==> config.mk <==
export PLATFORM = sky130hd
export DESIGN_NAME = data_mem_ctrl
export DESIGN_NICKNAME = d
export VERILOG_FILES = /design/src/rtl/data_mem_ctrl.sv
export SDC_FILE = /design/constraint.sdc
export NUM_CORES = 1
export LEC_CHECK = 0
export CORE_AREA = 2 2 109 111
export CTS_BUF_LIST = sky130_fd_sc_hd__clkbuf_4 sky130_fd_sc_hd__clkbuf_8 sky130_fd_sc_hd__clkbuf_16
export DETAILED_ROUTE_END_ITERATION = 7
export DIE_AREA = 0 0 111 113
export HOLD_SLACK_MARGIN = 0.1
export MAX_ROUTING_LAYER = met4
export PLACE_DENSITY_LB_ADDON = 0.2
export RECOVER_POWER = 100
export SLEW_MARGIN = 40
export SYNTH_ARGS = -nofsm -noshare
export SYNTH_HDL_FRONTEND = slang
export SYNTH_SLANG_ARGS = --single-unit
==> constraint.sdc <==
create_clock -name clk -period 3.6 [get_ports clk]
set_clock_uncertainty 0.1 [all_clocks]
set_input_delay 0.9 -clock clk [delete_from_list [all_inputs] [get_ports clk]]
set_output_delay 0.9 -clock clk [all_outputs]
set_load 0.02 [all_outputs]
==> src/rtl/data_mem_ctrl.sv <==
// Single-port data memory with byte strobes, registered reads and a
// zero-fill clear sequencer that runs after reset or a soft clear.
module data_mem_ctrl #(
  parameter int DATA_W = 16,
  parameter int ADDR_W = 16,
  parameter int DEPTH  = 8
) (
  input  logic                  clk,
  input  logic                  rst_n,
  input  logic                  clr,
  input  logic                  req,
  input  logic                  we,
  input  logic [DATA_W/8-1:0]   be,
  input  logic [ADDR_W-1:0]     addr,
  input  logic [DATA_W-1:0]     wdata,
  output logic                  ready,
  output logic [DATA_W-1:0]     rdata,
  output logic                  rvalid,
  output logic                  err,
  output logic                  init_done
);

  localparam int NB    = DATA_W / 8;
  localparam int PTR_W = (DEPTH > 1) ? $clog2(DEPTH) : 1;
  localparam logic [PTR_W-1:0] LAST = PTR_W'(DEPTH - 1);

  typedef enum logic {INIT, IDLE} state_t;

  state_t              r_state;
  state_t              w_state_nxt;
  logic [PTR_W-1:0]    r_ptr;
  logic [PTR_W-1:0]    w_ptr_nxt;
  logic [DATA_W-1:0]   r_mem [DEPTH];
  logic [DATA_W-1:0]   r_rdata;
  logic                r_rvalid;
  logic                r_err;
  logic                r_init_done;

  logic                w_ready;
  logic                w_acc;
  logic                w_inrng;
  logic [PTR_W-1:0]    w_idx;
  logic [NB-1:0]       w_mwe;
  logic [PTR_W-1:0]    w_midx;
  logic [DATA_W-1:0]   w_mdat;

  assign w_ready = (r_state == IDLE) && !clr;
  assign w_acc   = w_ready && req;
  // Full-width compare so high address bits never alias into the array.
  assign w_inrng = {1'b0, addr} < (ADDR_W+1)'(DEPTH);
  assign w_idx   = addr[PTR_W-1:0];

  always_comb begin
    w_state_nxt = r_state;
    w_ptr_nxt   = r_ptr;
    w_mwe       = '0;
    w_midx      = r_ptr;
    w_mdat      = '0;
    if (clr) begin
      w_state_nxt = INIT;
      w_ptr_nxt   = '0;
    end else if (r_state == INIT) begin
      w_mwe     = '1;
      w_ptr_nxt = r_ptr + 1'b1;
      if (r_ptr == LAST)
        w_state_nxt = IDLE;
    end else if (w_acc && we && w_inrng) begin
      w_mwe  = be;
      w_midx = w_idx;
      w_mdat = wdata;
    end
  end

  always_ff @(posedge clk or negedge rst_n) begin
    if (!rst_n) begin
      r_state     <= INIT;
      r_ptr       <= '0;
      r_rdata     <= '0;
      r_rvalid    <= 1'b0;
      r_err       <= 1'b0;
      r_init_done <= 1'b0;
    end else begin
      r_state  <= w_state_nxt;
      r_ptr    <= w_ptr_nxt;
      r_rvalid <= w_acc && !we;
      r_err    <= w_acc && !w_inrng;
      if (clr) begin
        r_rdata     <= '0;
        r_init_done <= 1'b0;
      end else begin
        if (r_state == INIT && r_ptr == LAST)
          r_init_done <= 1'b1;
        if (w_acc && !we)
          r_rdata <= w_inrng ? r_mem[w_idx] : '0;
      end
    end
  end

  // Storage is left unreset; the clear sequencer gives it a known state.
  always_ff @(posedge clk) begin
    for (int i = 0; i < NB; i++)
      if (w_mwe[i])
        r_mem[w_midx][8*i +: 8] <= w_mdat[8*i +: 8];
  end

  assign ready     = w_ready;
  assign rdata     = r_rdata;
  assign rvalid    = r_rvalid;
  assign err       = r_err;
  assign init_done = r_init_done;

endmodule

* Yosys cells after proc, flatten, opt, wreduce, memory -nomap -nowiden
Memories as Yosys holds them, arrays and structs flattened.
Cells that the tools add are included.
** Storage, ports and cells
- Register bits :: 23
- Bits in writable memories :: 128
- Input bits :: 39
- Output and inout port bits :: 20
- Logic and storage cells :: 47
- Memories kept :: 1
** Memories
- r_mem :: words 8, width 16, read ports 1, clocked after memory_dff 0, wr ports 1, RTL line 33 : logic [DATA_W-1:0] r_mem [DEPTH];
** Operators by class
- $add $sub $neg :: 1
- Order comparisons :: 1
- Equality and inequality tests :: 2
- Mux-type cells :: 23
- Bitwise logic cells :: 1
- Reduce and logical (&&, ||, !) cells :: 12
** Operator list (number)
- two-way mux 16 bit :: 6
- less-than comparator 16 x 4 -> 1 bit, second input constant :: 1
- two-way mux 3 bit :: 5
- two-way mux 1 bit :: 9
- logical AND 1 bit :: 7
- two-way mux 2 bit :: 3
- nonzero test 2 bit :: 2
- adder 3 x 1 -> 3 bit, second input constant :: 1
- equality test 3 bit, second input constant :: 1
- zero test 1 bit :: 3
- inequality test 2 bit, second input constant :: 1
- NOT 1 bit :: 1

* Depth between registers and ports, before layout
Gate-level depths: netlist of the first run.
- Depth in word-level cells :: 10
- Mapped depth :: 7
- Mapped depth without buffers :: 5

* Least setup slack after synthesis of the first run
Ideal clock, no wire load.
- Kind :: in2reg
- Start point :: in clr
- End point :: mem r_mem[1][0] (enable)
- Library setup time :: 0.383 ns
- Data arrival time :: 2.698 ns
- Required time :: 3.117 ns
- Setup slack :: 0.419 ns
- Stages :: 7
- Path buffers :: 2
- Path through :: buf_4 nor2b_4 and3_4 and2_4 buf_8 mux2_4 nor3_1
** Between the ends
- Word-level cells in the longest chain between the ends :: 10
- Elaborated cells on any way between the ends :: 13
- Those cells by class :: 8 x mux; 5 x reduce/logical
** RTL lines
- from (decl) :: RTL line 10 : input logic clr,
- zero test 1 bit (*) :: RTL line 47 : assign w_ready = (r_state == IDLE) && !clr;
- logical AND 1 bit (*) :: RTL line 47
- named net ready :: RTL line 16 : output logic ready,
- logical AND 1 bit (*) :: RTL line 48 : assign w_acc = w_ready && req;
- logical AND 1 bit (*) (2 in a row) :: RTL line 67 : end else if (w_acc && we && w_inrng) begin
- two-way mux 2 bit :: RTL line 67
- two-way mux 2 bit :: RTL line 62 : end else if (r_state == INIT) begin
- two-way mux 2 bit :: RTL line 59 : if (clr) begin
- two-way mux 1 bit :: RTL line 102 : if (w_mwe[i])
- two-way mux 1 bit (implied by the code) :: RTL line 103 : r_mem[w_midx][8*i +: 8] <= w_mdat[8*i +: 8];
- to (decl) :: RTL line 33
Mark *: on every way through the listed nets, which the timed path passes. The rest lies on a longest branch.

* Worst setup path after layout of the first run
- Start point :: in clr
- End point :: out ready
** Between the ends
- Word-level cells in the longest chain between the ends :: 2
** RTL lines (RTL line)
- zero test 1 bit :: 47
- logical AND 1 bit :: 47
- to (decl) :: 16
Every way passes these cells.

==> flow_summary.yaml, run 1 <==
clock_network:
  clk-insertion-delay-late_ps: 410
  clk_root_buf: "sky130_fd_sc_hd__clkbuf_16"
  cts_htree_levels: 4
  holdBufCountCts: 0
  cts_setup_buffers: 0
  clock_path_buffers: 2
  clkSlewWorstSetupHoldPaths_ps: 60
  tritoncts: "yes"
  cts_num_sinks: 151
  cts_made_buffers: 17
  ctsResizeCount: 0
routing:
  num_vias: 3140
  post-route-drc-count: 0
  firstDrtPassIters: 5
  met1_length_um: 5020
  vias_per_cell: 5.77
  wire_length_on_met2_um: 5920
  wl_per_cell_um: 22.1
  top_layer_used: "met4"
  drt_iter0_drcs: 222
  drt.antenna.violating_nets: 0
  route.met3.wl_um: 1020
  wl_um: 12000
die:
  num_rows: 39
  die_height_um: 113
  fp.coreArea_sq_um: 11300
  floorplan.initialDensity_pct: 53.6
  die_area_sq_um: 12500
  io_pins: 59
  die_w_um: 111
worst_setup_path:
  worst_setup_path_endpoint: "ready"
  worstSetupStartpointType: "input pin"
  r2r_setup_slack_ps: 810
  worst-endpoint-arrival_ps: 2310
  rr_endpoint: "r_mem[2][15]"
  timing_worst_setup_path_type: "input pin to primary output"
  reg_to_reg_critical_path_startpoint: "r_state"
  worstPathRequired_ps: 2600
  crit_path_from: "clr"
  worstPathMaxFanout: 3
  endpoint_kind: "primary output"
  r2r.worst_path.cells: 6
yosys:
  synthArstFlopShare_pct: 15.2
  synth_area_per_inst_sq_um: 19.8
  synth_enable_flop_cells: 128
  number_of_instances_in_the_synthesized_netlist: 306
  synth_sequential_area_ratio_pct: 73.1
  postSynthRegisterBits: 151
  synth_cell_type_count: 31
  synth.net_count: 347
  synth_area_sq_um: 6050
  yosys_warnings: 0
  postSynth.topFlopCell: "sky130_fd_sc_hd__edfxtp_1"
sta:
  layout_min_cycle_time_ps: 3310
  tightest_slew_ps: 1530
  min_period_over_period_pct: 92.1
  tightest_hold_margin_ps: 382
  tns_ps: 0
  rsz_0062_raised_after_global_routing: "no"
  setup_viol_count_final: 0
  report.final.hold_viol_count: 0
  worst_slew_margin_rel_pct: -1.89
  max_freq_ghz: 0.302
  drv_slew: 24
global_routing:
  grt_first_pass_wirelength_um: 19100
  global_route_total_overflow: 0
  via_count_of_the_first_global_routing_pass: 3261
  grt_start_max_net_pins: 27
  number_of_antenna_violations_at_the_first_check_in_global_routing: 0
  grtUsageTotal_pct: 21.6
power_and_ir_drop:
  seq_power_share_pct: 47.9
  pwr_dens_nw_per_um2: 543
  cellLeakagePower_uw: 0.00261
  cellInternalPower_uw: 3290
  clock_power_share_pct: 46.7
  power.switching_fraction_pct: 19.2
  power.total_uw: 4070
  net-switching-power_uw: 784
  vdd_drop_max_uv: 270
  pwr-share-comb_pct: 5.3
outcome:
  failed_checks: "max-capacitance violations, max-slew violations"
  run_status: "finished, violations left"
layout:
  n_antenna_cell: 0
  syn_to_final_growth_pct: 24.0
  postLayoutCellArea_sq_um: 7500
  post_route_cells_drive_above_1_share_pct: 22.9
  finish.net_count: 429
  layoutNonFillerInstCount: 544
placed_design:
  port-buffer-count: 58
  number_of_instances_in_the_placed_design: 512
  gp_congestion: 0.785
  placement.cell_area_sq_um: 6900
  detailedPlacementHpwl_um: 7690
flow_run:
  maxCapViolations: 1
min_path:
  min-delay-path-class: "register to register"
synth_stat cells, drive strengths merged (2+ instances only):
cell type	count	area share [%]
nor2	11	0.68
nand2	2	0.12
and3	25	2.7
a211o	2	0.29
mux4	32	12
mux2	2	0.50
edfxtp	128	64
buf	13	1.4
nor4	2	0.21
o2bb2ai	16	2.3
ha	2	0.41
a31oi	2	0.21
a21oi	3	0.25
dfrtp	23	9.5
clkbuf	6	0.37
mux2i	20	3.7
nor3	9	0.74
flip-flops by register name, indices dropped and copies added, names as in the netlist:
signal,count
r_mem,128
rdata,16
r_ptr,3
err,1
init_done,1
r_state,1
rvalid,1
how the worst min path moves through the flow:
stage / start / to / depth (start not counted)
after floorplan: r_ptr[2] / r_ptr[2] / 2
after global placement: rdata[1] / rdata[1] / 1
after detailed placement: rdata[8] / rdata[8] / 1
after CTS: rdata[14] / rdata[14] / 1
after global routing: rdata[14] / rdata[14] / 1
final: rdata[14] / rdata[14] / 1
cell usage in the layout (no fill, tap or decap), types with 2 or more instances in the layout:
master,Yosys,layout
sky130_fd_sc_hd__nor2_1,11,11
sky130_fd_sc_hd__buf_4,1,12
sky130_fd_sc_hd__nor4_1,2,2
sky130_fd_sc_hd__clkbuf_2,0,6
sky130_fd_sc_hd__mux2_1,0,2
sky130_fd_sc_hd__edfxtp_1,128,128
sky130_fd_sc_hd__dfrtp_1,23,23
sky130_fd_sc_hd__a211o_1,2,2
sky130_fd_sc_hd__nor3_1,9,9
sky130_fd_sc_hd__bufinv_16,0,5
sky130_fd_sc_hd__clkbuf_16,0,17
sky130_fd_sc_hd__a21oi_1,3,3
sky130_fd_sc_hd__clkinv_2,0,4
sky130_fd_sc_hd__mux4_2,32,32
sky130_fd_sc_hd__mux2i_4,2,2
sky130_fd_sc_hd__and3_1,24,24
sky130_fd_sc_hd__ha_1,2,2
sky130_fd_sc_hd__clkbuf_4,0,2
sky130_fd_sc_hd__buf_12,0,2
sky130_fd_sc_hd__clkdlybuf4s50_1,0,35
sky130_fd_sc_hd__mux2i_1,18,18
sky130_fd_sc_hd__dlygate4sd3_1,0,22
sky130_fd_sc_hd__clkinvlp_4,0,3
sky130_fd_sc_hd__clkbuf_1,6,4
sky130_fd_sc_hd__o2bb2ai_1,16,16
sky130_fd_sc_hd__a31oi_1,2,2
power by group through the flow:
| stage | Sequential (uW) | Clock [uW] | Combinational, uW |
|---|---|---|---|
| final | 1950 | 1900 | 218 |
| after global routing | 1960 | 2010 | 236 |
| after CTS | 1950 | 1930 | 227 |
| after detailed placement | 1990 | 0 | 225 |
| after global placement | 1980 | 0 | 221 |
| after floorplan | 1980 | 0 | 125 |
cell type report:
| cell class | count | area [sq um] |
|---|---|---|
| Sequential cell | 151 | 4420 |
| Fill cell | 749 | 3770 |
| Multi-Input combinational cell | 135 | 1510 |
| Timing Repair Buffer | 82 | 751 |
| Clock buffer | 19 | 440 |
| Clock inverter | 13 | 201 |
| Tap cell | 143 | 179 |
| Inverter | 1 | 3.75 |
metal layers:
metal	GRT usage (%)	up-vias
met5	-	-
met4	5.75	0
met3	5.95	6
met2	32.5	110
met1	29.8	1601
li1	-	1423
logic make-up (layout without fill, tap and decap cells):
kind of cell,after synthesis,after routing,synth area share [%]
AO/OA/AOI/OAI,25,25,3.35
XOR/XNOR,1,1,0.145
adder cells (fa/ha/maj),2,2,0.414
buffers and inverters,20,115,1.80
flip-flops,151,151,73.1
multiplexers,54,54,16.1
AND/OR/NAND/NOR,53,53,5.05
stage by stage:
stage	util [%]	setup WS (ps)
final	66.5	285
after detailed placement	61.2	159
after floorplan	-	419
after global placement	61.2	192
after global routing	66.5	233
after CTS	66.9	471
worst max-delay path: stages:
cell                              delay [ps]
sky130_fd_sc_hd__dlygate4sd3_1           550
sky130_fd_sc_hd__nor2b_1                 220
sky130_fd_sc_hd__clkdlybuf4s50_1         650
Note: power is estimated with default switching activity, not from simulation.
==> run 2, diff against run 1 <==
CTS_BUF_LIST = sky130_fd_sc_hd__clkbuf_4   (was sky130_fd_sc_hd__clkbuf_4 sky130_fd_sc_hd__clkbuf_8 sky130_fd_sc_hd__clkbuf_16)
SLEW_MARGIN = default   (was 40)
==> flow_summary.yaml, run 2 (synthesis results as in run 1) <==
placed_design:
  port-buffer-count: 58
  detailedPlacementHpwl_um: 7690
  gp_congestion: 0.785
  placement.cell_area_sq_um: 6900
layout:
  largest_register_ffs: 128
  regArea_sq_um: 4420
  fillCellCount: 793
  final_common_cell: "sky130_fd_sc_hd__edfxtp_1"
  finish.net_count: 429
  layout.cells.most_common_list: "128 x sky130_fd_sc_hd__edfxtp_1, 35 x sky130_fd_sc_hd__clkdlybuf4s50_1, 32 x sky130_fd_sc_hd__mux4_2, 24 x sky130_fd_sc_hd__and3_1, 23 x sky130_fd_sc_hd__dfrtp_1"
  syn_to_final_growth_pct: 19.3
  area_of_the_multi_input_gates_sq_um: 1510
  postLayoutCellArea_sq_um: 7210
  register_with_the_most_flip_flops: "r_mem"
  post_route_cells_drive_above_1_share_pct: 23.2
  n_antenna_cell: 0
clock_network:
  cts_htree_levels: 4
  tritoncts: "yes"
  holdBufCountCts: 0
  clk-insertion-delay-late_ps: 530
  cts_num_sinks: 151
  cts_setup_buffers: 0
  clock_path_buffers: 2
  cts_made_buffers: 17
  clkSlewWorstSetupHoldPaths_ps: 110
  clk_root_buf: "sky130_fd_sc_hd__clkbuf_4"
  ctsResizeCount: 0
worst_setup_path:
  critical_path.n_buffers_inverters: 2
  cp_top_family: "buffers and inverters"
  crit_path_cell_trace: "dlygate4sd3_1 -> nor2b_1 -> clkdlybuf4s50_1"
  endpoint_kind: "primary output"
  worst-endpoint-arrival_ps: 2320
  worstSetupStartpointType: "input pin"
  crit_slowest_cell: "sky130_fd_sc_hd__clkdlybuf4s50_1"
  r2r.worst_path.cells: 6
  worstPathMaxFanout: 3
  worstPathRequired_ps: 2600
  worst-path-stages: 3
  timing_worst_setup_path_type: "input pin to primary output"
  critical-path-max-stage-delay_ps: 650
global_routing:
  global_route_total_overflow: 0
  grt_first_pass_wirelength_um: 18600
  via_count_of_the_first_global_routing_pass: 3274
  grt_use_met1_pct: 28.4
  number_of_antenna_violations_at_the_first_check_in_global_routing: 0
  grtUsageMet2_pct: 32.2
  use_met3_pct: 5.78
  grt_start_max_net_pins: 27
  grt.busiest_layer: "met2"
  grtUsageTotal_pct: 20.9
outcome:
  failed_checks: "max-capacitance violations, max-slew violations"
  run_status: "finished, violations left"
sta:
  worst_slew_margin_rel_pct: -2.12
  tns_ps: 0
  layout_min_cycle_time_ps: 3320
  drv_slew: 24
  rsz_0062_raised_after_global_routing: "no"
  max_freq_ghz: 0.301
  setup_viol_count_final: 0
  tightest_slew_ps: 1530
  min_period_over_period_pct: 92.2
  report.final.hold_viol_count: 0
  tightest_hold_margin_ps: 396
die:
  die_w_um: 111
  die_area_sq_um: 12500
  floorplan.initialDensity_pct: 53.6
  fp.coreArea_sq_um: 11300
  die_height_um: 113
  num_rows: 39
  io_pins: 59
routing:
  num_vias: 3154
  vias_per_cell: 5.80
  post-route-drc-count: 0
  drt_iter0_drcs: 195
  wl_um: 11800
  wl_per_cell_um: 21.7
  firstDrtPassIters: 4
  drt.antenna.violating_nets: 0
power_and_ir_drop:
  cellLeakagePower_uw: 0.00248
  pwr_dens_nw_per_um2: 467
  vdd_drop_max_uv: 233
min_path:
  whs_path_depth: 1
  min-delay-path-class: "register to register"
flow_run:
  maxCapViolations: 1
run 2: final timing paths:
kind	slack (ps)	start	to
setup / recovery	280	clr	ready
hold / removal	400	rdata[14]	rdata[14]
setup reg to reg	900	r_state	r_mem[6][11]
hold reg to reg	400	rdata[14]	rdata[14]
max in group asynchronous	1340	rst_n	r_state
min in group asynchronous	1160	rst_n	rdata[0]
run 2: where the power goes:
part	total [uW]	internal [uW]	switching, uW
combinational	219	115	104
clock	1200	633	566
sequential	1950	1930	16.8
total	3370	2680	687
run 2: final cells by class:
| cell class | instances | share of cell area [%] |
|---|---|---|
| Inverter | 1 | 0.0520 |
| Tap cell | 143 | 2.48 |
| Clock buffer | 19 | 1.98 |
| Multi-Input combinational cell | 135 | 20.9 |
| Timing Repair Buffer | 82 | 10.5 |
| Clock inverter | 13 | 2.79 |
| Sequential cell | 151 | 61.3 |
run 2: layer usage:
metal / share of wire (%) / wire (um)
met1: 44 / 5200
met2: 50 / 5860
met3: 5.8 / 685
met4: 0.69 / 82
met5: 0 / 0
run 2: metrics by stage:
step / total power (uW) / instances / setup slack, ps / utilization, %
global route: 3490 / 544 / 240 / 64.0
detailed placement: 2210 / 512 / 159 / 61.2
global placement: 2210 / 512 / 192 / 61.2
floorplan: 2110 / 306 / 419 / -
CTS: 3400 / 544 / 471 / 64.3
finish: 3370 / 544 / 279 / 64.0
==> run 3, diff against run 2 <==
HOLD_SLACK_MARGIN = 0.08   (was 0.1)
clock period = 3.15 ns   (was 3.6 ns; I/O delays follow)
==> flow_summary.yaml, run 3 (synthesis results as in run 1) <==
worst_setup_path:
  timing_worst_setup_path_type: "input pin to primary output"
  cp_top_family: "buffers and inverters"
  worstPathMaxFanout: 3
  worst-endpoint-arrival_ps: 2040
  cpMostUsedCell: "sky130_fd_sc_hd__clkdlybuf4s50_1"
  endpoint_kind: "primary output"
  worstSetupStartpointType: "input pin"
  critical_path.n_buffers_inverters: 2
  worstPathRequired_ps: 2260
  crit_slowest_cell: "sky130_fd_sc_hd__clkdlybuf4s50_1"
  critical-path-max-stage-delay_ps: 640
  crit_path_cell_trace: "clkdlybuf4s50_1 -> nor2b_1 -> clkdlybuf4s50_1"
layout:
  final_common_cell: "sky130_fd_sc_hd__edfxtp_1"
  postLayoutCoreUtil_pct: 64.1
  finish.net_count: 436
  layout.cells.most_common_list: "128 x sky130_fd_sc_hd__edfxtp_1, 37 x sky130_fd_sc_hd__clkdlybuf4s50_1, 32 x sky130_fd_sc_hd__mux4_2, 24 x sky130_fd_sc_hd__and3_1, 23 x sky130_fd_sc_hd__dfrtp_1"
  postLayoutCellArea_sq_um: 7230
  syn_to_final_growth_pct: 19.5
  largest_register_ffs: 128
  register_with_the_most_flip_flops: "r_mem"
  post_route_cells_drive_above_1_share_pct: 23.5
  layoutNonFillerInstCount: 551
  n_antenna_cell: 0
sta:
  setup_viol_count_final: 0
  tightest_slew_ps: 1510
  worst_slew_margin_rel_pct: -0.924
  tightest_hold_margin_ps: 398
  rsz_0062_raised_after_global_routing: "no"
  layout_min_cycle_time_ps: 2930
  max_freq_ghz: 0.341
  min_period_over_period_pct: 93.0
  report.final.hold_viol_count: 0
  drv_slew: 24
routing:
  firstDrtPassIters: 4
  drt_iter0_drcs: 280
  wl_per_cell_um: 21.7
  wl_um: 12000
  drt.antenna.violating_nets: 0
  post-route-drc-count: 0
  vias_per_cell: 5.78
  num_vias: 3183
die:
  die_w_um: 111
  io_pins: 59
  fp.coreArea_sq_um: 11300
  floorplan.initialDensity_pct: 53.6
  num_rows: 39
  die_height_um: 113
  die_area_sq_um: 12500
clock_network:
  tritoncts: "yes"
  clock_path_buffers: 2
  cts_made_buffers: 17
  holdBufCountCts: 0
  cts_setup_buffers: 0
  clkSlewWorstSetupHoldPaths_ps: 120
  cts_htree_levels: 4
  ctsResizeCount: 0
  clk-insertion-delay-late_ps: 530
  cts_num_sinks: 151
  clk_root_buf: "sky130_fd_sc_hd__clkbuf_4"
placed_design:
  gp_congestion: 0.808
  number_of_instances_in_the_placed_design: 519
  port-buffer-count: 58
  placement.cell_area_sq_um: 7030
  detailedPlacementHpwl_um: 8080
outcome:
  run_status: "finished, violations left"
  failed_checks: "max-capacitance violations, max-slew violations"
flow_run:
  maxCapViolations: 1
power_and_ir_drop:
  cellLeakagePower_uw: 0.00248
  vdd_drop_max_uv: 335
  pwr_dens_nw_per_um2: 498
min_path:
  min-delay-path-class: "register to register"
global_routing:
  grt_start_max_net_pins: 34
  global_route_total_overflow: 0
  grtUsageTotal_pct: 21.7
  via_count_of_the_first_global_routing_pass: 3319
  number_of_antenna_violations_at_the_first_check_in_global_routing: 0
  grt_first_pass_wirelength_um: 19200
==> run 3: final timing paths <==
| path | depth (start not counted) | slack, ps | to | start |
|---|---|---|---|---|
| setup / recovery | 3 | 220 | ready | clr |
| hold / removal | 1 | 400 | rdata[12] | rdata[12] |
| setup reg to reg | 6 | 530 | r_mem[4][3] | r_state |
| hold reg to reg | 1 | 400 | rdata[12] | rdata[12] |
| max in group asynchronous | 2 | 1020 | rdata[8] | rst_n |
| min in group asynchronous | 2 | 1030 | rdata[0] | rst_n |
==> run 3: metrics by stage <==
step	setup slack, ps	power [uW]	TNS [ps]
after detailed placement	-101	2540	-6870
after global routing	129	3740	0
after global placement	-96.9	2530	-3630
after CTS	264	3650	0
final	221	3600	0
after floorplan	81.5	2410	0
==> run 3: worst reg2reg max path: cells and delay by family, from the launching register on <==
kind / cells / cell delay (ps)
mux: 1 / 510
buf+inv: 1 / 140
simple gates: 4 / 1070
flops: 1 / 530
==> run 3: where the power goes <==
group | internal (uW) | total (uW) | switching (uW) | leakage, uW
Combinational | 131 | 253 | 122 | 0.00100
Sequential | 2210 | 2230 | 18.4 | 0.00133
Clock | 407 | 1120 | 712 | 0.000140
==> run 3: layout make-up <==
cell class / count / area, sq um
clock buffers: 17 / 128
well taps: 143 / 179
repair buffers: 89 / 856
clock inverters: 15 / 145
flip-flops and latches: 151 / 4420
multi-input cells: 135 / 1500
inverters: 1 / 3.75
fillers: 793 / 4050
==> run 3: routing by layer <==
metal | wire length (um) | part of all wire, % | track usage (%)
met5 | 0 | 0 | -
met4 | 75 | 0.63 | 6.08
met3 | 922 | 7.7 | 5.78
met2 | 5860 | 49 | 32.0
met1 | 5120 | 43 | 30.5
==> variant: new RTL, flow settings as in run 3 <==
`ADDR_W`: 16 -> 14.
--- a/src/rtl/data_mem_ctrl.sv
+++ b/src/rtl/data_mem_ctrl.sv
@@ -2,7 +2,7 @@
 // zero-fill clear sequencer that runs after reset or a soft clear.
 module data_mem_ctrl #(
   parameter int DATA_W = 16,
-  parameter int ADDR_W = 16,
+  parameter int ADDR_W = 14,
   parameter int DEPTH  = 8
 ) (
   input  logic                  clk,
Interface: changed (resized addr); port bits go from 59 to 57. The function was not compared with the original's and may differ.
==> variant against run 3 <==
The run still ends with max-capacitance violations, max-slew violations left. Power grew 2.5%. Non-clock buffer count grew 7. First-iteration DRC count shrank 25%. Global-route usage grew 0.20 points. Highest routed layer unchanged. Die area is the same. Setup slack lost 0.14 ns. Sequential cell count is the same. Area after synthesis shrank 1.3%. Final area grew 2.6%. Sequential power is essentially flat. Worst hold slack lost 0.0056 ns. Critical path depth grew 4. Routed wire length grew 2.9%.
==> variant: results (changes against run 3) <==
metric	value	unit	change
# placed instances	520		was 519
Yosys cell types	28		was 31
worst setup path start	addr[9]		was clr
vias in the first global route	3383		was 3319
I/O Buffers	56		was 58
gr usage total	21.9	%	was 21.7%
DR iter-0 viols	210		was 280
Synth Net Count	336		was 347
first-pass GRT wire length	19400	µm	was 19200 µm
met1 wire length	5390	µm	was 5120 µm
grt met3 use	6.80	%	was 5.78%
status	complete, but fails checks		unchanged
HPWL Detailed	8750	µm	was 8080 µm
WP data arrival	3.20	ns	was 2.04 ns
failing checks	max-capacitance violations, max-slew violations		unchanged
maxcap violations	1		unchanged
final hold slack	0.393	ns	was 0.398 ns
Leak Pwr	2.40	nW	was 2.48 nW
drt wl/cell	22.4	µm	was 21.7 µm
share of cells above drive strength 1	27.5	%	was 23.5%
Slew Limit Fails	24		unchanged
Mapped Cells	297		was 306
met3 wire length	964	µm	was 922 µm
Fmax	0.326	GHz	was 0.341 GHz
met1 Use GR	29.8	%	was 30.5%
top post-synthesis cells by area	edfxtp_1 (64%), mux4_2 (12%), dfrtp_1 (9.6%), mux2i_1 (3.4%), o2bb2ai_1 (2.3%)		was edfxtp_1 (64%), mux4_2 (12%), dfrtp_1 (9.5%), mux2i_1 (3.0%), and3_1 (2.5%)
Worst Hold Launch	rdata[4]		was rdata[12]
Placement Setup Slack	-0.420	ns	was -0.101 ns
Post-layout nets	435		was 436
DR WL met2	5890	µm	was 5860 µm
VDD IR max	0.289	mV	was 0.335 mV
switching share of power	21.4	%	was 23.7%
==> variant: changes by cell type after synthesis, moves of 2 or more <==
cell,run 3,this run
mux2i_4,2,0
nor4_1,2,16
a211o_1,2,0
mux2_1,0,2
and3_1,24,0
clkbuf_1,6,10
and2_1,0,16
buf_2,9,3
nor3_1,9,1
a31oi_1,2,0
mux2_4,2,0
mux2i_1,18,20
==> variant: final timing paths <==
path,end,cells after the start
worst max register to register,r_mem[4][7],6
min in group asynchronous,rdata[1],2
worst min register to register,rdata[4],1
worst max-delay path,r_mem[4][7],7
worst min-delay path,rdata[4],1
max in group asynchronous,err,2
==> variant: critical path: stages <==
cell	delay, ns
clkdlybuf4s50_1	0.40
or4_1	0.59
nor4_4	0.29
buf_12	0.19
mux2_4	0.39
nor4_4	0.31
clkbuf_1	0.23
==> variant: final cells by class <==
class / count / share of cell area [%]
repair buffers: 96 / 11.4
well taps: 143 / 2.41
clock buffers: 19 / 1.92
inverters: 1 / 0.0506
flip-flops and latches: 151 / 59.6
clock inverters: 12 / 1.84
multi-input cells: 129 / 22.8
==> variant: power by group through the flow <==
stage,Sequential [mW],Combinational [mW],Clock [mW]
floorplan,2.26,0.196,0
global placement,2.27,0.308,0
detailed placement,2.27,0.315,0
CTS,2.23,0.315,1.19
global route,2.23,0.313,1.28
finish,2.23,0.292,1.17
==> variant: cell families after synthesis <==
family                   synth area share (%)
adder cells (fa/ha/maj)                 0.419
AO/OA/AOI/OAI                            2.60
buffers and inverters                    1.32
flip-flops                               74.0
multiplexers                             16.2
XOR/XNOR                                0.147
AND/OR/NAND/NOR                          5.24
==> variant: metrics by stage <==
step | cell area (µm²) | setup TNS, ns
after floorplan | 6270 | -16.10
after global placement | 7270 | -49.27
after detailed placement | 7270 | -49.16
after CTS | 7550 | 0
after global routing | 7410 | 0
final | 7410 | 0
